$ cat src/rtl/mem_stage_lsu.sv
// mem_stage_lsu: M-stage load/store unit. Turns one pipeline memory access into
// a req/ack word bus transaction, steers store lanes, sign-extends load data,
// and stalls the pipeline until the access completes, is misaligned or times out.
module mem_stage_lsu #(
    parameter int TIMEOUT = 16
) (
    input  logic        clk,
    input  logic        reset,
    input  logic        memtoregM,
    input  logic        memwriteM,
    input  logic [1:0]  ls_ctrlM,
    input  logic [31:0] aluoutM,
    input  logic [31:0] writedataM,
    output logic [31:0] readdataM,
    output logic        stallM,
    output logic        misalignM,
    output logic        buserrM,
    output logic        mem_req,
    output logic        mem_we,
    output logic [31:0] mem_addr,
    output logic [3:0]  mem_be,
    output logic [31:0] mem_wdata,
    input  logic        mem_ack,
    input  logic [31:0] mem_rdata
);

    typedef enum logic [1:0] {IDLE, REQ, DONE} state_t;

    state_t      r_state, w_next;
    logic [7:0]  r_cnt;
    logic [31:0] r_rdata, r_addr, r_wdata;
    logic [3:0]  r_be;
    logic        r_we, r_load, r_err, r_byte, r_half;
    logic [1:0]  r_lane;

    logic        w_access, w_is_byte, w_is_half, w_is_word, w_misalign, w_start, w_tmo;
    logic [3:0]  w_be;
    logic [31:0] w_wdata, w_fmt;
    logic [7:0]  w_b;
    logic [15:0] w_h;

    assign w_is_half  = (ls_ctrlM == 2'b01);
    assign w_is_byte  = (ls_ctrlM == 2'b10);
    assign w_is_word  = !(w_is_half || w_is_byte);   // 00 and 11 both act as word
    assign w_access   = memtoregM | memwriteM;
    assign w_misalign = w_access & ((w_is_half & aluoutM[0]) | (w_is_word & (|aluoutM[1:0])));
    assign w_start    = (r_state == IDLE) & w_access & ~w_misalign;
    assign w_tmo      = (r_cnt == 8'(TIMEOUT - 1));

    // Store lane steering; reads always fetch the whole word
    always_comb begin
        w_be    = 4'b1111;
        w_wdata = writedataM;
        if (w_is_byte) begin
            w_be    = 4'b0001 << aluoutM[1:0];
            w_wdata = {4{writedataM[7:0]}};
        end else if (w_is_half) begin
            w_be    = aluoutM[1] ? 4'b1100 : 4'b0011;
            w_wdata = {2{writedataM[15:0]}};
        end
        if (!memwriteM) w_be = 4'b1111;
    end

    // Load formatting: pick the addressed lane from the captured word and sign-extend
    always_comb begin
        w_b = r_rdata[7:0];
        case (r_lane)
            2'd1:    w_b = r_rdata[15:8];
            2'd2:    w_b = r_rdata[23:16];
            2'd3:    w_b = r_rdata[31:24];
            default: w_b = r_rdata[7:0];
        endcase
        w_h = r_lane[1] ? r_rdata[31:16] : r_rdata[15:0];
        if (r_byte)      w_fmt = {{24{w_b[7]}}, w_b};
        else if (r_half) w_fmt = {{16{w_h[15]}}, w_h};
        else             w_fmt = r_rdata;
    end

    // FSM state register
    always_ff @(posedge clk or negedge reset) begin
        if (!reset) r_state <= IDLE;
        else        r_state <= w_next;
    end

    // FSM next state; ack wins over a coincident timeout
    always_comb begin
        w_next = r_state;
        case (r_state)
            IDLE:    if (w_start) w_next = REQ;
            REQ:     if (mem_ack || w_tmo) w_next = DONE;
            DONE:    w_next = IDLE;
            default: w_next = IDLE;
        endcase
    end

    // Request latch, timeout counter, read capture and error flag
    always_ff @(posedge clk or negedge reset) begin
        if (!reset) begin
            r_cnt   <= '0;
            r_rdata <= '0;
            r_addr  <= '0;
            r_wdata <= '0;
            r_be    <= '0;
            r_we    <= 1'b0;
            r_load  <= 1'b0;
            r_err   <= 1'b0;
            r_byte  <= 1'b0;
            r_half  <= 1'b0;
            r_lane  <= '0;
        end else begin
            case (r_state)
                IDLE: if (w_start) begin
                    r_we    <= memwriteM;
                    r_load  <= memtoregM & ~memwriteM;   // store wins when both set
                    r_addr  <= {aluoutM[31:2], 2'b00};
                    r_be    <= w_be;
                    r_wdata <= w_wdata;
                    r_byte  <= w_is_byte;
                    r_half  <= w_is_half;
                    r_lane  <= aluoutM[1:0];
                    r_cnt   <= '0;
                    r_err   <= 1'b0;
                end
                REQ: begin
                    if (mem_ack) begin
                        r_rdata <= mem_rdata;
                        r_cnt   <= '0;
                    end else if (w_tmo) begin
                        r_rdata <= '0;
                        r_err   <= 1'b1;
                        r_cnt   <= '0;
                    end else begin
                        r_cnt   <= r_cnt + 8'd1;
                    end
                end
                DONE:    r_err <= 1'b0;
                default: ;
            endcase
        end
    end

    // Outputs; input-derived terms are gated so everything is 0 during reset
    always_comb begin
        stallM    = reset & (w_start | (r_state == REQ));
        misalignM = reset & (r_state == IDLE) & w_misalign;
        buserrM   = (r_state == DONE) & r_err;
        readdataM = ((r_state == DONE) && r_load) ? w_fmt : 32'd0;
        mem_req   = (r_state == REQ);
        mem_we    = (r_state == REQ) & r_we;
        mem_addr  = r_addr;
        mem_be    = r_be;
        mem_wdata = r_wdata;
    end

endmodule

$ cat config.mk
export PLATFORM = sky130hd
export DESIGN_NAME = mem_stage_lsu
export DESIGN_NICKNAME = d
export VERILOG_FILES = /design/src/rtl/mem_stage_lsu.sv
export SDC_FILE = /design/constraint.sdc
export NUM_CORES = 1
export LEC_CHECK = 0
export CELL_PAD_IN_SITES_DETAIL_PLACEMENT = 2
export CELL_PAD_IN_SITES_GLOBAL_PLACEMENT = 2
export CORE_UTILIZATION = 25
export CTS_CLUSTER_DIAMETER = 120
export DETAILED_ROUTE_END_ITERATION = 12
export PLACE_DENSITY_LB_ADDON = 0.1
export SETUP_SLACK_MARGIN = 0.05
export SYNTH_ARGS = -nofsm -noshare
export SYNTH_HDL_FRONTEND = slang
export SYNTH_SLANG_ARGS = --single-unit
export TNS_END_PERCENT = 30
$ cat constraint.sdc
create_clock -name clk -period 1.5 [get_ports clk]
set_input_delay 0.15 -clock clk [delete_from_list [all_inputs] [get_ports clk]]
set_output_delay 0.15 -clock clk [all_outputs]
set_load 0.02 [all_outputs]
==> results.py, run 1 <==
metrics = {
    "run_status": {
        "status": "finished with violations",
        "failed_checks": "negative setup slack",
    },
    "critical_path": {
        "critical_path_arrival_ns": 2.02,
        "startpoint_type": "flip-flop",
        "type_of_the_worst_setup_path": "flip-flop to output port",
        "timing.critical_path.required_ns": 1.35,
        "critPathCaptureType": "output port",
        "worst-path-max-fanout": 4,
    },
    "sta": {
        "final_hold_viol_count": 0,
        "min_period_ns": 2.17,
        "fin_crit_sh_pct": 145,
        "setup_viol": 143,
        "unrepaired_setup_endpoints_after_global_routing": "yes",
        "report.final.slew_viol_count": 0,
        "timing.hold.ws_ns": 0.332,
        "max_freq_mhz": 461,
        "slew-limit-headroom_pct": 40.1,
        "timing.final.ws_setup_ns": -0.668,
        "tightestPinTransition_ns": 0.899,
        "skew_ns": 0.0138,
    },
    "cts": {
        "htreeDepth": 4,
        "cts_sinks": 115,
        "insertion_delay_ns": 0.43,
        "clock-root-buffer": "sky130_fd_sc_hd__clkbuf_16",
        "clk_pin_slew_ns": 0.06,
        "cts-buffers-inserted": 17,
        "cts_tree": "yes",
        "clockBufferDepth": 2,
    },
    "global_route": {
        "first_pass_grt_wire_length_um": 34700,
        "grt_start_max_net_pins": 63,
        "global_route.usage.total_pct": 20.6,
        "groute.layer.met1.usage_pct": 24.3,
        "grt_pass1_vias": 6097,
        "antenna_violations_before_repair": 1,
        "grt-busiest-layer": "met2",
        "globalRoute.totalOverflow": 0,
        "grt_use_met3_pct": 6.63,
        "grt_use_met2_pct": 35.5,
    },
    "yosys": {
        "seq_area_frac_synth_pct": 51.9,
        "number_of_register_bits_inferred_by_synthesis": 115,
        "postSynthCellCount": 485,
        "netlist_area_mm2": 0.00555,
        "postSynthAreaPerCell_um2": 11.4,
        "synth_top_area_cell": "sky130_fd_sc_hd__dfrtp_1",
        "synthesis.yosys.warnings": 0,
        "ys_dominant_reg_cell": "sky130_fd_sc_hd__dfrtp_1",
        "asyncSetResetFlopFracSynth_pct": 100,
        "netlist_top_cells_count": "sky130_fd_sc_hd__dfrtp_1 (115), sky130_fd_sc_hd__nand2_1 (47), sky130_fd_sc_hd__o21ai_0 (47)",
        "dominant_cell_by_count_in_the_synthesized_netlist": "sky130_fd_sc_hd__dfrtp_1",
        "post-synth-top-area-fraction_pct": 51.9,
        "netlist-cell-type-count": 43,
        "synth_top_cells_by_area": "sky130_fd_sc_hd__dfrtp_1 (52%), sky130_fd_sc_hd__mux2_2 (8.3%), sky130_fd_sc_hd__mux2i_1 (6.0%)",
        "number_of_synthesized_flops_with_an_enable_pin": 0,
    },
    "cells_and_area": {
        "finish.instance_area_mm2": 0.0102,
        "layout.cells.non_filler": 1091,
        "layout-area-overhead-vs-synth_pct": 84.1,
        "regArea_mm2": 0.00288,
        "fill_cells": 2179,
        "multi_input_combinational_cell_area_mm2": 0.00298,
        "final_net_count": 903,
        "final_layout_size_suffix_gt1_share_pct": 41.7,
    },
    "die": {
        "design.die.area_mm2": 0.0228,
        "initial_utilization_pct": 25.4,
        "fp.dieH_um": 151,
        "fp-row-count": 54,
        "floorplan.io_pins": 208,
        "fp.coreArea_mm2": 0.0218,
        "dieWidth_um": 151,
    },
    "detailed_routing": {
        "drt-wirelength-per-cell_um": 20.9,
        "first_pass_iters": 4,
        "detailedRoute.firstIterationViolations": 91,
        "vias": 5227,
        "viasPerCell": 4.79,
        "route.final.wire_length_um": 22800,
        "remaining_drc_errors": 0,
        "drtAntennaViolNets": 0,
    },
    "place": {
        "cell_area_reported_after_detailed_placement_mm2": 0.00877,
        "gpl.final_weighted_congestion": 0.807,
        "number_of_buffer_cells_added_on_primary_ports": 205,
        "place_ws_ns": -0.846,
        "detailed_place_hpwl_um": 15000,
        "placedCellCount": 1036,
    },
    "pwr": {
        "ir_drop_worst_vdd_mv": 0.781,
        "power.static_leakage_uw": 0.00457,
        "power_density_mw_per_mm2": 1980,
    },
    "run": {
        "max-cap-violations": 0,
    },
    "worst_hold_path": {
        "worst_hold_path_type": "input port to flip-flop",
    },
}
[per-stage QoR]
step	TNS, ns	util (%)	total power (µW)
after CTS	-38.72	45.6	19900
final	-39.14	46.8	20200
after detailed placement	-81.63	40.2	14800
after global routing	-48.57	46.8	21300
after global placement	-73.29	40.2	14500
after floorplan	-6.40	-	9890
[cell usage in the layout (no fill, tap or decap), types with 3 or more instances in the layout]
cell                              Yosys  final
sky130_fd_sc_hd__buf_4                6     90
sky130_fd_sc_hd__dlygate4sd2_1        0     68
sky130_fd_sc_hd__nor2_4               0      7
sky130_fd_sc_hd__mux2_2              41     39
sky130_fd_sc_hd__a311oi_4             0      7
sky130_fd_sc_hd__clkbuf_16            0     18
sky130_fd_sc_hd__a21oi_4              0      8
sky130_fd_sc_hd__bufinv_16            0      3
sky130_fd_sc_hd__buf_16               0      8
sky130_fd_sc_hd__o21ai_2              2     11
sky130_fd_sc_hd__inv_6                0      6
sky130_fd_sc_hd__o21ai_1              1     17
sky130_fd_sc_hd__a21oi_1             37     10
sky130_fd_sc_hd__and2_1               6      3
sky130_fd_sc_hd__o21ai_0             47     20
sky130_fd_sc_hd__buf_6                8     45
sky130_fd_sc_hd__nand3_1             11     10
sky130_fd_sc_hd__mux2i_1             33     33
sky130_fd_sc_hd__nor2_2               2      4
sky130_fd_sc_hd__a22o_2               3      3
sky130_fd_sc_hd__nor2_1              18      9
sky130_fd_sc_hd__a22o_1              33     33
sky130_fd_sc_hd__mux4_2               8      8
sky130_fd_sc_hd__a21oi_2              0     19
sky130_fd_sc_hd__nand2_1             47     28
sky130_fd_sc_hd__buf_12               0     15
sky130_fd_sc_hd__o22a_1               4      4
sky130_fd_sc_hd__clkdlybuf4s50_1      0     99
sky130_fd_sc_hd__nand2_2              0      9
sky130_fd_sc_hd__dfrtp_1            115    114
sky130_fd_sc_hd__inv_1                7      5
sky130_fd_sc_hd__nand2_4              0     10
[area by class of cell]
cell class,instances,area share [%]
flip-flops and latches,115,28.2
repair buffers,329,32.8
well taps,280,3.43
multi-input cells,327,29.2
clock inverters,13,1.68
inverters,7,0.257
clock buffers,19,4.43
diodes,1,0.0245
[power breakdown]
part	switching [µW]	leakage (µW)	internal, µW
registers	1000	0.00140	4540
logic	5260	0.00287	5060
clock network	1650	0.000302	2730
[sequential cells by signal (all words and copies together), names as in the netlist]
| signal | flops |
|---|---|
| r_rdata | 32 |
| r_we | 1 |
| r_cnt | 8 |
| mem_be | 4 |
| r_state | 2 |
| r_lane | 2 |
| r_half | 1 |
| mem_addr | 30 |
| r_byte | 1 |
| mem_wdata | 32 |
| r_err | 1 |
| r_load | 1 |
[repair_timing]
| item | 4_1_cts | 5_1_grt |
|---|---|---|
| hold buffers | 1 | 0 |
| gates cloned | 9 | 1 |
| pin swaps | 22 | 21 |
| hold endpoints to repair | 56 | 0 |
| endpoints found under the setup margin | 218 | 151 |
| setup buffers | 12 | 1 |
| gates resized for setup | 354 | 89 |
[logic make-up (layout without fill, tap and decap cells)]
group,Yosys count,after routing,synth area share (%)
compound gates,141,141,16.7
flops,115,115,51.9
simple gates,97,97,8.25
mux,82,82,17.5
buf+inv,44,368,4.62
fa+ha+maj,3,3,0.677
xor+xnor,2,2,0.316
other cells,1,3,0.0676
[critical path: stages, from the launching register on]
cell and delay (ns):
sky130_fd_sc_hd__dfrtp_1 0.37, sky130_fd_sc_hd__mux4_2 0.54, sky130_fd_sc_hd__o211ai_4 0.19, sky130_fd_sc_hd__buf_12 0.16, sky130_fd_sc_hd__clkbuf_16 0.14, sky130_fd_sc_hd__a21oi_2 0.03, sky130_fd_sc_hd__buf_4 0.16
[per-layer routing]
layer / vias up / share of wire [%]
met1: 2671 / 41
li1: 2401 / -
met5: - / 0
met3: 16 / 6.7
met4: 0 / 0.90
met2: 139 / 52
[worst paths after layout]
check | from | endpoint | slack [ns] | cells past startpoint
worst max-delay path | r_lane[1] | readdataM[15] | -0.67 | 6
worst min-delay path | aluoutM[11] | mem_addr[11] | 0.33 | 2
worst max register to register | r_state[0] | mem_wdata[6] | -0.32 | 9
worst min register to register | mem_wdata[27] | mem_wdata[27] | 0.49 | 2
max in group asynchronous | reset | r_lane[0] | 0.29 | 3
min in group asynchronous | reset | mem_addr[26] | 0.48 | 3
Note: power is estimated with default switching activity, not from simulation.
==> inputs of run 2 (changes only) <==
Settings changed: CORE_UTILIZATION 25 to 29, CTS_CLUSTER_DIAMETER 120 to unset.
Clock period 1.5 ns to 2.6 ns, I/O delays scaled along.
==> run 2 against run 1 <==
Net effect: the flow now finishes without violations; sequential power shrank 40%; routed wire length fell by 14%; clock-buffer cell count fell by 1; critical endpoint is now readdataM[25]; largest power group unchanged.
==> results.py, run 2 (synthesis results as in run 1) <==
metrics = {
    "run_status": {
        "status": "completed",
    },
    "sta": {
        "min_period_ns": 2.43,
        "setup_viol": 0,
        "skew_ns": 0.0105,
        "setup_total_negative_slack_ns": 0,
        "slew-limit-headroom_pct": 43.4,
        "final_hold_viol_count": 0,
        "tightestPinTransition_ns": 0.850,
        "max_freq_mhz": 412,
        "unrepaired_setup_endpoints_after_global_routing": "no",
        "report.final.slew_viol_count": 0,
        "fin_crit_sh_pct": 93.4,
    },
    "global_route": {
        "antenna_violations_before_repair": 2,
        "global_route.usage.total_pct": 20.7,
        "first_pass_grt_wire_length_um": 30800,
        "grt_pass1_vias": 5496,
        "grt_start_max_net_pins": 63,
        "globalRoute.totalOverflow": 0,
    },
    "cts": {
        "clock-root-buffer": "sky130_fd_sc_hd__clkbuf_16",
        "clk_pin_slew_ns": 0.06,
        "insertion_delay_ns": 0.42,
        "clockBufferDepth": 2,
        "cts-buffers-inserted": 17,
        "postCtsSetupRepairBufs": 0,
        "cts_tree": "yes",
        "cts_sinks": 115,
        "htreeDepth": 4,
    },
    "die": {
        "initial_utilization_pct": 29.7,
        "design.die.area_mm2": 0.0197,
        "dieWidth_um": 140,
        "fp.coreArea_mm2": 0.0187,
        "floorplan.io_pins": 208,
        "fp.dieH_um": 140,
        "fp-row-count": 50,
    },
    "cells_and_area": {
        "layout-area-overhead-vs-synth_pct": 52.1,
        "most_common_cell_after_layout_fill_and_taps_aside": "sky130_fd_sc_hd__clkdlybuf4s50_1",
        "layout.cells.non_filler": 947,
        "final_layout_size_suffix_gt1_share_pct": 17.0,
        "final_net_count": 804,
        "most_frequent_cells_in_the_layout": "sky130_fd_sc_hd__clkdlybuf4s50_1 (171), sky130_fd_sc_hd__dfrtp_1 (112), sky130_fd_sc_hd__o21ai_0 (47)",
    },
    "place": {
        "gpl.final_weighted_congestion": 0.766,
        "placedCellCount": 912,
        "number_of_buffer_cells_added_on_primary_ports": 205,
        "detailed_place_hpwl_um": 14100,
    },
    "critical_path": {
        "worst-path-max-fanout": 25,
        "rrSetupSlack_ns": 0.70,
        "regToRegStartpoint": "r_cnt[5]",
        "regToRegEndpoint": "r_rdata[1]",
        "timing.critical_path.required_ns": 2.34,
        "critPathCaptureType": "output port",
        "critical_path_arrival_ns": 2.17,
        "rr_worst_depth": 5,
        "startpoint_type": "flip-flop",
        "critPathLaunch": "r_lane[1]",
        "type_of_the_worst_setup_path": "flip-flop to output port",
    },
    "pwr": {
        "power_frac_comb_pct": 44.0,
        "power_switching_share_pct": 38.2,
        "power.internal_uw": 6090,
        "portion_of_total_power_attributed_to_the_clock_network_pct": 22.4,
        "seq_power_share_pct": 33.5,
        "ir_drop_worst_vdd_mv": 0.493,
        "power_density_mw_per_mm2": 1170,
        "power.static_leakage_uw": 0.00377,
        "power.net_switching_uw": 3770,
    },
    "detailed_routing": {
        "detailedRoute.firstIterationViolations": 174,
        "remaining_drc_errors": 0,
        "route.final.wire_length_um": 19500,
        "viasPerCell": 5.02,
        "drt-wirelength-per-cell_um": 20.6,
        "drtAntennaViolNets": 0,
        "vias": 4750,
        "first_pass_iters": 4,
    },
    "worst_hold_path": {
        "worst_hold_path_type": "input port to asynchronous set/reset pin",
    },
    "run": {
        "max-cap-violations": 0,
    },
}
run 2: layout make-up:
class                   count  area (µm²)
fillers                  1928       10300
diodes                      2        5.00
clock buffers              18         429
repair buffers            230        2250
well taps                 234         293
multi-input cells         327        2420
flip-flops and latches    115        2880
clock inverters            14         131
inverters                   7        26.3
run 2: critical path: stages, from the launching register on:
cell and delay (ns):
sky130_fd_sc_hd__dfrtp_2 0.42, sky130_fd_sc_hd__mux4_2 0.54, sky130_fd_sc_hd__o211ai_4 0.19, sky130_fd_sc_hd__buf_12 0.19, sky130_fd_sc_hd__a21oi_1 0.07, sky130_fd_sc_hd__dlygate4sd2_1 0.33
run 2: what timing repair did:
action / CTS / global route
endpoints found under the hold margin: 1 / 0
hold buffers: 1 / 0
gates resized for setup: 36 / 1
endpoints found under the setup margin: 32 / 1
run 2: metrics by stage:
step	util (%)	power [µW]	setup slack, ns	hold WS [ns]	cell area (µm²)
after floorplan	-	5550	0.665	-0.0356	5550
after global placement	42.2	7550	0.165	0.0643	7900
after detailed placement	42.2	7710	0.0960	0.0658	7900
after CTS	45.1	10000	0.0919	0.171	8430
after global routing	45.1	10400	0.0578	0.181	8440
final	45.1	9860	0.172	0.198	8440
run 2: power groups by stage:
stage               combinational (µW)  clock (µW)  sequential [µW]
floorplan                         1840           0             3710
global placement                  4290           0             3260
detailed placement                4400           0             3320
CTS                               4410        2280             3320
global route                      4650        2360             3430
finish                            4340        2210             3310
run 2: how the worst max path moves through the flow:
stage / cells after the start / to / slack [ns]
floorplan: 5 / readdataM[0] / 0.66
global placement: 7 / stallM / 0.16
detailed placement: 7 / stallM / 0.1
CTS: 7 / stallM / 0.09
global route: 5 / readdataM[24] / 0.06
finish: 5 / readdataM[25] / 0.17
run 2: metal layers:
metal / vias to the layer above / wire, µm / track usage [%]
met5: - / 0 / 0
met4: 0 / 172 / 4.92
met3: 13 / 1720 / 9.98
met2: 135 / 9840 / 35.8
met1: 2407 / 7800 / 22.7
li1: 2195 / - / -
